==> config.mk <==
export PLATFORM = sky130hd
export DESIGN_NAME = serv_sram_arbiter
export DESIGN_NICKNAME = d
export VERILOG_FILES = /design/src/rtl/serv_sram_arbiter.sv
export SDC_FILE = /design/constraint.sdc
export NUM_CORES = 1
export LEC_CHECK = 0
export ABC_AREA = 1
export BUFFER_PORTS_ARGS = -buffer_cell sky130_fd_sc_hd__buf_2
export CORE_MARGIN = 2
export CORE_UTILIZATION = 40
export CTS_BUF_LIST = sky130_fd_sc_hd__clkbuf_4 sky130_fd_sc_hd__clkbuf_8 sky130_fd_sc_hd__clkbuf_16
export CTS_CLUSTER_SIZE = 28
export DETAILED_ROUTE_END_ITERATION = 10
export PLACE_DENSITY = 0.68
export SYNTH_ARGS = -nofsm -noshare
export SYNTH_HDL_FRONTEND = slang
export SYNTH_SLANG_ARGS = --single-unit
export TNS_END_PERCENT = 5
==> constraint.sdc <==
create_clock -name i_clk -period 1.6 [get_ports i_clk]
set_input_delay 0.08 -clock i_clk [delete_from_list [all_inputs] [get_ports i_clk]]
set_output_delay 0.08 -clock i_clk [all_outputs]
set_load 0.01 [all_outputs]
==> src/rtl/serv_sram_arbiter.sv <==
// Shares one 256x8 single-port SRAM between the SERV register file port
// and a 32-bit Wishbone host port that is serialised into byte beats.
module serv_sram_arbiter #(
    parameter int DEPTH    = 256,
    parameter int AW       = $clog2(DEPTH),
    parameter int MAX_WAIT = 4
) (
    input  logic          i_clk,
    input  logic          i_rst_n,
    input  logic          i_core_req,
    input  logic          i_core_we,
    input  logic [AW-1:0] i_core_addr,
    input  logic [7:0]    i_core_wdata,
    output logic          o_core_gnt,
    output logic          o_core_rvalid,
    output logic [7:0]    o_core_rdata,
    input  logic          i_wb_cyc,
    input  logic          i_wb_stb,
    input  logic          i_wb_we,
    input  logic [AW-3:0] i_wb_adr,
    input  logic [31:0]   i_wb_dat,
    input  logic [3:0]    i_wb_sel,
    output logic [31:0]   o_wb_rdt,
    output logic          o_wb_ack,
    output logic          o_sram_cen_n,
    output logic          o_sram_gwen_n,
    output logic [7:0]    o_sram_wen_n,
    output logic [AW-1:0] o_sram_a,
    output logic [7:0]    o_sram_d,
    input  logic [7:0]    i_sram_q
);

    typedef enum logic [1:0] {IDLE, BEAT, RDWAIT, ACK} state_e;

    localparam int WW = $clog2(MAX_WAIT + 1);
    localparam logic [WW-1:0] WMAX = WW'(MAX_WAIT);

    state_e        state_q, state_d;
    logic [AW-3:0] adr_q, adr_d;
    logic          we_q, we_d;
    logic [31:0]   dat_q, dat_d;
    logic [3:0]    sel_q, sel_d;
    logic [1:0]    k_q, k_d;
    logic [WW-1:0] wait_q, wait_d;
    logic [31:0]   rdt_q, rdt_d;
    logic          cap_vld_q, cap_vld_d;
    logic [1:0]    cap_lane_q, cap_lane_d;
    logic          rvalid_q, rvalid_d;

    logic          pending;
    logic          host_force;
    logic          core_gnt;
    logic          host_gnt;
    logic [2:0]    first;
    logic [2:0]    nxt;

    // {found, lane} of the lowest enabled lane at or above 'from'
    function automatic logic [2:0] lane_after(input logic [3:0] sel,
                                              input logic [2:0] from);
        lane_after = 3'b000;
        for (int j = 3; j >= 0; j--) begin
            if (sel[j] && 3'(j) >= from) lane_after = {1'b1, 2'(j)};
        end
    endfunction

    assign pending    = (state_q == BEAT);
    assign host_force = pending && (wait_q == WMAX);
    assign core_gnt   = i_rst_n & i_core_req & ~host_force;
    assign host_gnt   = pending & ~core_gnt;

    assign first = lane_after(i_wb_sel, 3'd0);
    assign nxt   = lane_after(sel_q, {1'b0, k_q} + 3'd1);

    assign o_core_gnt    = core_gnt;
    assign o_core_rvalid = rvalid_q;
    assign o_core_rdata  = i_sram_q;
    assign o_wb_rdt      = rdt_q;
    assign o_wb_ack      = (state_q == ACK);

    always_comb begin
        o_sram_cen_n  = 1'b1;
        o_sram_gwen_n = 1'b1;
        o_sram_wen_n  = 8'hFF;
        o_sram_a      = '0;
        o_sram_d      = 8'h00;
        if (core_gnt) begin
            o_sram_cen_n  = 1'b0;
            o_sram_gwen_n = ~i_core_we;
            o_sram_wen_n  = i_core_we ? 8'h00 : 8'hFF;
            o_sram_a      = i_core_addr;
            o_sram_d      = i_core_wdata;
        end else if (host_gnt) begin
            o_sram_cen_n  = 1'b0;
            o_sram_gwen_n = ~we_q;
            o_sram_wen_n  = we_q ? 8'h00 : 8'hFF;
            o_sram_a      = {adr_q, k_q};
            o_sram_d      = dat_q[{k_q, 3'b000} +: 8];
        end
    end

    always_comb begin
        state_d    = state_q;
        adr_d      = adr_q;
        we_d       = we_q;
        dat_d      = dat_q;
        sel_d      = sel_q;
        k_d        = k_q;
        wait_d     = wait_q;
        rdt_d      = rdt_q;
        rvalid_d   = core_gnt & ~i_core_we;
        cap_vld_d  = host_gnt & ~we_q;
        cap_lane_d = k_q;

        // lane tag registered at issue, so interleaved core cycles are harmless
        if (cap_vld_q) rdt_d[{cap_lane_q, 3'b000} +: 8] = i_sram_q;

        if (host_gnt) begin
            wait_d = '0;
        end else if (pending && core_gnt && wait_q != WMAX) begin
            wait_d = wait_q + WW'(1);
        end

        unique case (state_q)
            IDLE: begin
                if (i_wb_cyc && i_wb_stb) begin
                    adr_d = i_wb_adr;
                    we_d  = i_wb_we;
                    dat_d = i_wb_dat;
                    sel_d = i_wb_sel;
                    if (i_wb_we && !first[2]) begin
                        state_d = ACK;
                    end else begin
                        state_d = BEAT;
                        k_d     = i_wb_we ? first[1:0] : 2'd0;
                    end
                end
            end
            BEAT: begin
                if (host_gnt) begin
                    if (we_q) begin
                        if (nxt[2]) k_d = nxt[1:0];
                        else        state_d = ACK;
                    end else if (k_q == 2'd3) begin
                        state_d = RDWAIT;
                    end else begin
                        k_d = k_q + 2'd1;
                    end
                end
            end
            RDWAIT:  state_d = ACK;
            ACK:     state_d = IDLE;
            default: state_d = IDLE;
        endcase
    end

    always_ff @(posedge i_clk or negedge i_rst_n) begin
        if (!i_rst_n) begin
            state_q    <= IDLE;
            adr_q      <= '0;
            we_q       <= 1'b0;
            dat_q      <= 32'h0;
            sel_q      <= 4'h0;
            k_q        <= 2'd0;
            wait_q     <= '0;
            rdt_q      <= 32'h0;
            cap_vld_q  <= 1'b0;
            cap_lane_q <= 2'd0;
            rvalid_q   <= 1'b0;
        end else begin
            state_q    <= state_d;
            adr_q      <= adr_d;
            we_q       <= we_d;
            dat_q      <= dat_d;
            sel_q      <= sel_d;
            k_q        <= k_d;
            wait_q     <= wait_d;
            rdt_q      <= rdt_d;
            cap_vld_q  <= cap_vld_d;
            cap_lane_q <= cap_lane_d;
            rvalid_q   <= rvalid_d;
        end
    end

endmodule

# After elaboration in Yosys (flattened, before gate mapping)
# Index checks and enable logic that the tools add are counted.
# classes
addsub	4
magnitude_cmp	4
eq_ne	13
n_shift	3
n_mux	38
bitwise	9
n_reduce_logical	16
# op_table
op	count
$mux 8	8
$bwmux 32	1
$shift 8x7->32 const A	1
$shiftx 32x6->8	1
$shiftx 8x7->32	1
$mux 3	10
$mux 2	13
$logic_and 1x1->1	9
$ne 3x3->1 const B	3
$pmux 2 s4	1
$neg 5->7	1
$eq 2x2->1 const B	3
$ge 1x3->1 const A	2
$ge 2x3->1 const A	2
$ne 3x2->1 const B	2
$reduce_and 6->1	1
$and 1x1->1	5
$mux 1	4
$ne 2x2->1 const B	2
$not 1->1	4
$pmux 2 s2	1
$reduce_and 4->1	1
$reduce_bool 2->1	2
$add 2x1->3 const B	1
other kinds (8)	8
# word_totals
reg_bits	86
in_bits	73
output_inout_bits	69
elab_cells	98

# Longest topological paths before layout
# Gate-level depths: netlist of run 1.
# depth
ltp_word	11
mapped_depth	11
depth_no_buf	10

# Least setup slack after synthesis of run 1
# No wires, ideal clock.
# synth_timing
kind	register to output
startpoint	reg state_q[1]
endpoint	out o_sram_wen_n[0]
arrival_time_ps	1804
t_required_ps	1520
path_slack_ps	-284
stages_incl_launch_ff	9
path_buffers	2
path_cell_list	dfrtp_1 -> inv_1 -> ha_1 -> nand3_2 -> nand2_1 -> inv_1 -> buf_6 -> o21bai_1 -> buf_4
# synth_between
elab_chain_cells	8
# synth_lines
element	line	source
start, declared	38	state_e state_q, state_d;
start signal, assigned	170	state_q <= state_d;
$eq 2x1->1 *	66	assign pending = (state_q == BEAT);
$logic_and 1x1->1	67	assign host_force = pending && (wait_q == WMAX);
$not 1->1	68	assign core_gnt = i_rst_n & i_core_req & ~host_force;
$and 1x1->1	68	
$not 1->1	69	assign host_gnt = pending & ~core_gnt;
$and 1x1->1	69	
$mux 8	92	end else if (host_gnt) begin
$mux 8 *	86	if (core_gnt) begin
end, declared	27	output logic [7:0] o_sram_wen_n,
# Mark *: on every way between the ends. The rest lies on a longest branch, timed or not.

# Worst setup path in the final report of run 1
# layout_timing
startpoint	reg state_q[1]
endpoint	out o_sram_a[6]
# layout_between
elab_chain_cells	8
# layout_lines
element	line	source
$eq 2x1->1 *	66	
$logic_and 1x1->1	67	
$not 1->1	68	
$and 1x1->1	68	
$not 1->1	69	
$and 1x1->1	69	
$mux 8	92	
$mux 8 *	86	
end, declared	28	output logic [AW-1:0] o_sram_a,
# Marked as above.

==> impl_results.md, run 1 <==
* Pwr Density at between 1500 and 2000 mW/mm^2
* Post-DP Area at ~0.0052 mm^2
* Period utilization at 1.14
* CP max FO at 7
* Worst-Margin Slew at about 0.56 ns
* IO Port Bufs at approximately 140
* Initial drt markers at ~230
* CP endpoint kind: primary output
* Failing checks: setup timing
* Most frequent cells in the layout: 137 x buf_2, 99 x nand2_1, 85 x dfrtp_1
* Insertion delay to the later sink of the worst-skew pair at ~0.36 ns
* Post-route minimum period at 1.82 ns
* Initial Util at 0.408
* Fraction of layout cells with a size suffix above 1 at 0.401
* I/O pins at approximately 140
* Worst path depth at 8
* Die H at 109 um
* FF-to-FF setup slack at -0.07 ns
* CTS Buf Count at 9
* Worst hold slack at between 0.015 and 0.02 ns
* Fmax at approximately 0.55 GHz
* Die outline width at 109 um
* Final worst-path setup slack at -0.219 ns
* Hold path start: i_sram_q[5]
* Sequential share of the synthesized area at 0.491
* Hpwl dp at 8.06 mm
* Total gr overflow at 0
* Min-delay worst type: in -> reg
* Drt first pass iters at 4
* Leak at around 0.0032 uW
* DR WL/cell at between 15 and 20 um
* Clock tree from TritonCTS: yes
* Yosys cell types at 27
* Setup crit end: o_sram_a[6]
* Pre-CTS setup slack at -0.0391 ns
* Nets@finish at ~750
* #FFs+latches synth at 86
* Post-Syn Area at 0.00438 mm^2
* Crit path from: state_q[1]
* Post-route cell area at 0.00620 mm^2
* Area share of the largest cell type after synthesis at 0.491
* Max stage delay cell, worst path: dfrtp_1
* Layout overhead on the synthesized area at 41.4%
* Critical-path cell list: inv_2 -> ha_4 -> nand3_4 -> nand2_4 -> inv_6 -> buf_12 -> a22o_1 -> buf_2
* Global Route Usage Sum at 0.204
* Die area at 0.0118 mm^2
* CP peak stage delay at ~0.41 ns
* Area leader, netlist: dfrtp_1
* Required time worst endpoint at between 1.5 and 2 ns
* Crit path DAT at roughly 1.7 ns
* Clock sink count at between 80 and 90
* Final Setup Violations at 30
* Slew headroom at 0.627
* Max VDD drop at about 0.00077 V
* Family with the most delay on the worst path: buffers and inverters
* CTS H-tree depth at 3
* Num rows at 38
* DRT antenna net count at 0
* Commonest non-fill, non-tap cell in the layout: buf_2
* Post-Syn Instances at 454
* # DRC at 0
* Routed WL at between 10 and 15 mm
* Vias in the first global route at 3,939
* CTS Root Cell: clkbuf_8
* Max Slew Vio Count at 0
* Outcome: finished with violations
* CORE AREA at 0.0107 mm^2
* Max-Cap Viols at 0
* Vias at 3,907
* Max Clock Skew at approximately 0.011 ns
* FF-to-FF Start: state_q[1]
* Reg clk slew, reported paths at about 0.090 ns
* Vias/cell at about 4.9
* Initial antenna violation count at 0
* First-pass GRT wire length at about 19 mm
* Yosys Warn Count at 0
* CP startpoint kind: flop
* Crit Path Category: reg -> out
* Clock buffer depth at 2
* RSZ-0062 raised after global routing: true
* Worst path bufs/invs at 4
* N_diodes at 0
* Reg2reg end: state_q[0]
* R2r worst-path depth at 11
* Synthesized Nets at around 540
* RePlAce Congestion at between 0.8 and 0.9
* Largest net degree at the start of global routing at between 40 and 50
* Syn Area/Cell at 9.65 um^2
* Dominant cells by area after synthesis: dfrtp_1 49%, nand2_1 8.9%, mux2_4 7.5%
* Fin. Hold Viols at 0
## how the worst min path moves through the flow
stage                         to  cells past startpoint
finish              o_wb_rdt[21]                      3
global route            sel_q[2]                      3
CTS                     sel_q[2]                      3
detailed placement     dat_q[18]                      2
global placement       dat_q[10]                      2
floorplan               adr_q[0]                      0
## worst reg2reg max path: cells and delay by family (launching register included)
kind,cells,cell delay (ns)
fa+ha+maj,1,0.15
flops,1,0.41
buf+inv,3,0.36
simple gates,7,0.64
## synth_stat cells (all sizes together)
library cell,n
o21bai,1
mux2,39
o21ai,50
a21oi,6
nand4,2
dfrtp,86
inv,32
buf,32
o31ai,8
ha,16
clkinv,2
a22o,6
o22ai,8
nor2,34
nor3,2
or2,2
nand2,107
nand3,21
## per-layer routing
layer  routed length [um]  global-route usage  vias to the layer above
met3                  869              0.0454                       22
met5                    0                   0                        -
li1                     -                   -                     1895
met2                 6010               0.356                      169
met1                 5020               0.250                     1821
met4                  205              0.0696                        0
## layout make-up
cell class,instances,area [um^2]
fill,925,4550
sequential,86,2150
multi-input combinational,303,2000
timing repair buffer,221,1520
tap,140,175
inverter,34,140
clock buffer,10,138
clock inverter,6,67.6
timing repair inverter,1,6.26
## registers in the layout, summed over array words and instances (netlist names)
name	cells
dat_q	32
o_wb_rdt	32
adr_q	6
sel_q	4
wait_q	3
cap_lane_d	2
cap_lane_q	2
state_q	2
cap_vld_q	1
o_core_rvalid	1
we_q	1
## through the flow
stage / total power (uW) / instances / TNS [ns] / util
after floorplan: 6660 / 454 / 0 / -
after global placement: 7970 / 722 / -0.0445 / 0.486
after detailed placement: 8110 / 722 / -0.719 / 0.486
after CTS: 10000 / 792 / -7.19 / 0.560
after global routing: 11100 / 801 / -7.22 / 0.577
final: 10400 / 801 / -4.55 / 0.577
## cells by family (layout without fill, tap and decap cells)
group                      after synthesis  in the layout  share of synthesized area
and+or+nand+nor                        168            168                      0.157
DFF                                     86             86                      0.491
AOI/OAI and AO/OA                       79             80                      0.103
buffers and inverters                   66            272                     0.0842
muxes                                   39             39                      0.119
adders and majority gates               16             16                     0.0457
## where the power goes
group          internal, uW  switching [uW]  leakage [uW]
clock                   772             813     0.0000993
combinational          2390            2540       0.00207
sequential             3190             652       0.00104
total                  6350            4010       0.00321
## timing repair
item	4_1_cts	5_1_grt
gates resized for setup	19	28
pin swaps	1	7
gates cloned	1	2
hold buffers	46	0
endpoints found under the setup margin	52	82
hold endpoints to repair	88	0
setup buffers	7	7
(Power assumes the default switching activity.)
==> run 2, diff against run 1 <==
--- a/config.mk
+++ b/config.mk
@@ -7,7 +7,6 @@
 export LEC_CHECK = 0
 export ABC_AREA = 1
 export BUFFER_PORTS_ARGS = -buffer_cell sky130_fd_sc_hd__buf_2
-export CORE_MARGIN = 2
 export CORE_UTILIZATION = 40
 export CTS_BUF_LIST = sky130_fd_sc_hd__clkbuf_4 sky130_fd_sc_hd__clkbuf_8 sky130_fd_sc_hd__clkbuf_16
 export CTS_CLUSTER_SIZE = 28
==> impl_results.md, run 2 (synthesized netlist as in run 1, its figures left out) <==
* CTS Root Cell: clkbuf_8
* CP startpoint kind: flop
* Initial drt markers at 156 (-31%)
* Clock buffer depth at 2 (unchanged)
* Clock tree from TritonCTS: yes
* Most frequent cells in the layout: 138 x buf_2, 96 x nand2_1, 85 x dfrtp_1
* First-pass GRT wire length at 18.7 mm (+0.15%)
* Hpwl dp at 7.64 mm (-5.3%)
* Die area at 0.0114 mm^2 (-3.6%)
* Fin. Hold Viols at 0 (unchanged)
* CP endpoint kind: primary output
* Min-delay worst type: in -> reg
* Pwr Density at 1710 mW/mm^2 (+2.5%)
* Max Slew Vio Count at 0 (unchanged)
* Non-filler cells, final at 791 (-1.2%)
* Post-route minimum period at 1.83 ns (+0.0155 ns)
* Global Route Usage Sum at 0.211 (+0.00610)
* Fmax at 0.545 GHz (-0.84%)
* Largest net degree at the start of global routing at 87 (+93%)
* Top Metal Used: met4
* Initial Util at 0.419 (+0.0110)
* Met2 WL at 6.19 mm (+3.0%)
* Nets@finish at 739 (-0.81%)
* Post-route cell area at 0.00618 mm^2 (-0.32%)
* Reg clk slew, reported paths at 0.09 ns (about the same)
* CTS Buf Count at 9 (unchanged)
* Vias at 3,929 (+0.56%)
* Leak at 0.00320 uW (-0.40%)
* Commonest non-fill, non-tap cell in the layout: buf_2
* Num rows at 37 (-2.6%)
* Layout overhead on the synthesized area at 41.0%
* Failing checks: setup timing
* I/O pins at 142 (unchanged)
* Die H at 107 um (-1.8%)
* Total gr overflow at 0 (unchanged)
* Initial antenna violation count at 0 (unchanged)
* Die outline width at 107 um (-1.8%)
* Overall power at 10,600 uW (+2.1%)
* Wl on met1 at 5.21 mm (+3.7%)
* Post-DP Area at 0.00523 mm^2 (+0.19%)
* Routed WL at 12.2 mm (+0.55%)
* Slew headroom at 0.685 (+0.0581)
* N_diodes at 0 (unchanged)
* Placed Cells at 720 (-0.28%)
* RSZ-0062 raised after global routing: true
* Crit Path Category: reg -> out
* IO Port Bufs at 141 (unchanged)
* Max VDD drop at 0.000811 V (+5.8%)
* Worst-Margin Slew at 0.473 ns (-0.0871 ns)
* Crit path DAT at 1.75 ns (about the same)
* DRT antenna net count at 0 (unchanged)
* CTS H-tree depth at 3 (unchanged)
* Drt first pass iters at 4 (unchanged)
* Outcome: finished with violations
* Insertion delay to the later sink of the worst-skew pair at 0.36 ns (about the same)
* Final Setup Violations at 26 (-13%)
* CP max FO at 7 (unchanged)
* RePlAce Congestion at 0.834 (-2.1%)
* # DRC at 0 (unchanged)
* Clock sink count at 86 (unchanged)
* Fillers at 910 (-1.6%)
* CORE AREA at 0.0105 mm^2 (-2.6%)
* Fin util at 0.590 (+0.0137)
* Required time worst endpoint at 1.52 ns (about the same)
* Met3 wire len at 673 um (-23%)
* Max-Cap Viols at 0 (unchanged)
* Fraction of layout cells with a size suffix above 1 at 0.412 (+0.0113)
* Max Clock Skew at 0.0149 ns (+0.00369 ns)
* DR WL/cell at 15.4 um (+1.8%)
* Vias in the first global route at 3,910 (-0.74%)
* Period utilization at 1.15 (+0.00967)
* Final worst-path setup slack at -0.234 ns (-0.0155 ns)
* Vias/cell at 4.97 (+1.8%)
[run 2: cell count changes in the layout (fill, tap and decap cells not counted), moves of 2 or more]
| cell | delta |
|---|---|
| o21ai_0 | -2 |
| buf_4 | -3 |
| nand2_1 | -3 |
| dlygate4sd3_1 | -5 |
| nand3_2 | +2 |
| nand2_2 | +3 |
| nor2_2 | +2 |
| nor2_1 | -2 |
| inv_4 | -2 |
| nand3_1 | -2 |
| o21ai_1 | +3 |
[run 2: metal layers]
layer	GRT usage	up-vias
met5	0	-
met4	0.0616	0
met3	0.0377	8
met2	0.375	150
met1	0.259	1891
li1	-	1880
[run 2: repair_timing]
item                                    4_1_cts  5_1_grt
buffers inserted                              4        7
pin swaps                                     4       10
gates cloned                                  1        2
resized for setup                            25       31
hold endpoints to repair                    126        0
endpoints found under the setup margin       63       78
hold buffers                                 41        0
[run 2: final cells by class]
| class | count | area, um^2 | share of cell area |
|---|---|---|---|
| sequential | 86 | 2150 | 0.349 |
| clock buffer | 11 | 151 | 0.0245 |
| clock inverter | 5 | 81.3 | 0.0132 |
| timing repair buffer | 215 | 1470 | 0.237 |
| timing repair inverter | 1 | 8.76 | 0.00142 |
| tap | 136 | 170 | 0.0275 |
| multi-input combinational | 303 | 2010 | 0.325 |
| inverter | 34 | 138 | 0.0223 |
[run 2: critical path, cell delays in order, from the launching register on]
cell,delay (ns)
dfrtp_1,0.40
inv_2,0.09
ha_4,0.17
nand3_4,0.09
nand2_4,0.11
inv_6,0.06
buf_12,0.13
a22o_1,0.22
buf_2,0.14
[run 2: where the power goes]
part	internal (uW)	total [uW]	switching [uW]
Combinational	2420	4980	2560
Sequential	3200	3830	637
Clock	965	1760	799
Total	6580	10600	4000
[run 2: final timing paths]
kind / startpoint / to / slack (ns) / cells past startpoint
worst min register to register: o_wb_rdt[21] / o_wb_rdt[21] / 0.48 / 2
worst min-delay path: i_wb_sel[3] / sel_q[3] / 0.01 / 3
min in group asynchronous: i_rst_n / o_wb_rdt[24] / 0.41 / 3
max in group asynchronous: i_rst_n / dat_q[22] / 0.82 / 3
worst max-delay path: state_q[1] / o_sram_a[7] / -0.23 / 8
worst max register to register: state_q[1] / dat_q[29] / 0.06 / 6
[run 2: through the flow]
step / setup TNS [ns] / setup WS [ns] / hold WS, ns
final: -4.22 / -0.234 / 0.0140
after global routing: -6.56 / -0.302 / 0.0152
after CTS: -4.48 / -0.220 / 0.000608
after detailed placement: -0.565 / -0.0341 / 0.210
after global placement: 0 / 0.00632 / 0.202
after floorplan: 0 / 0.00423 / -0.216
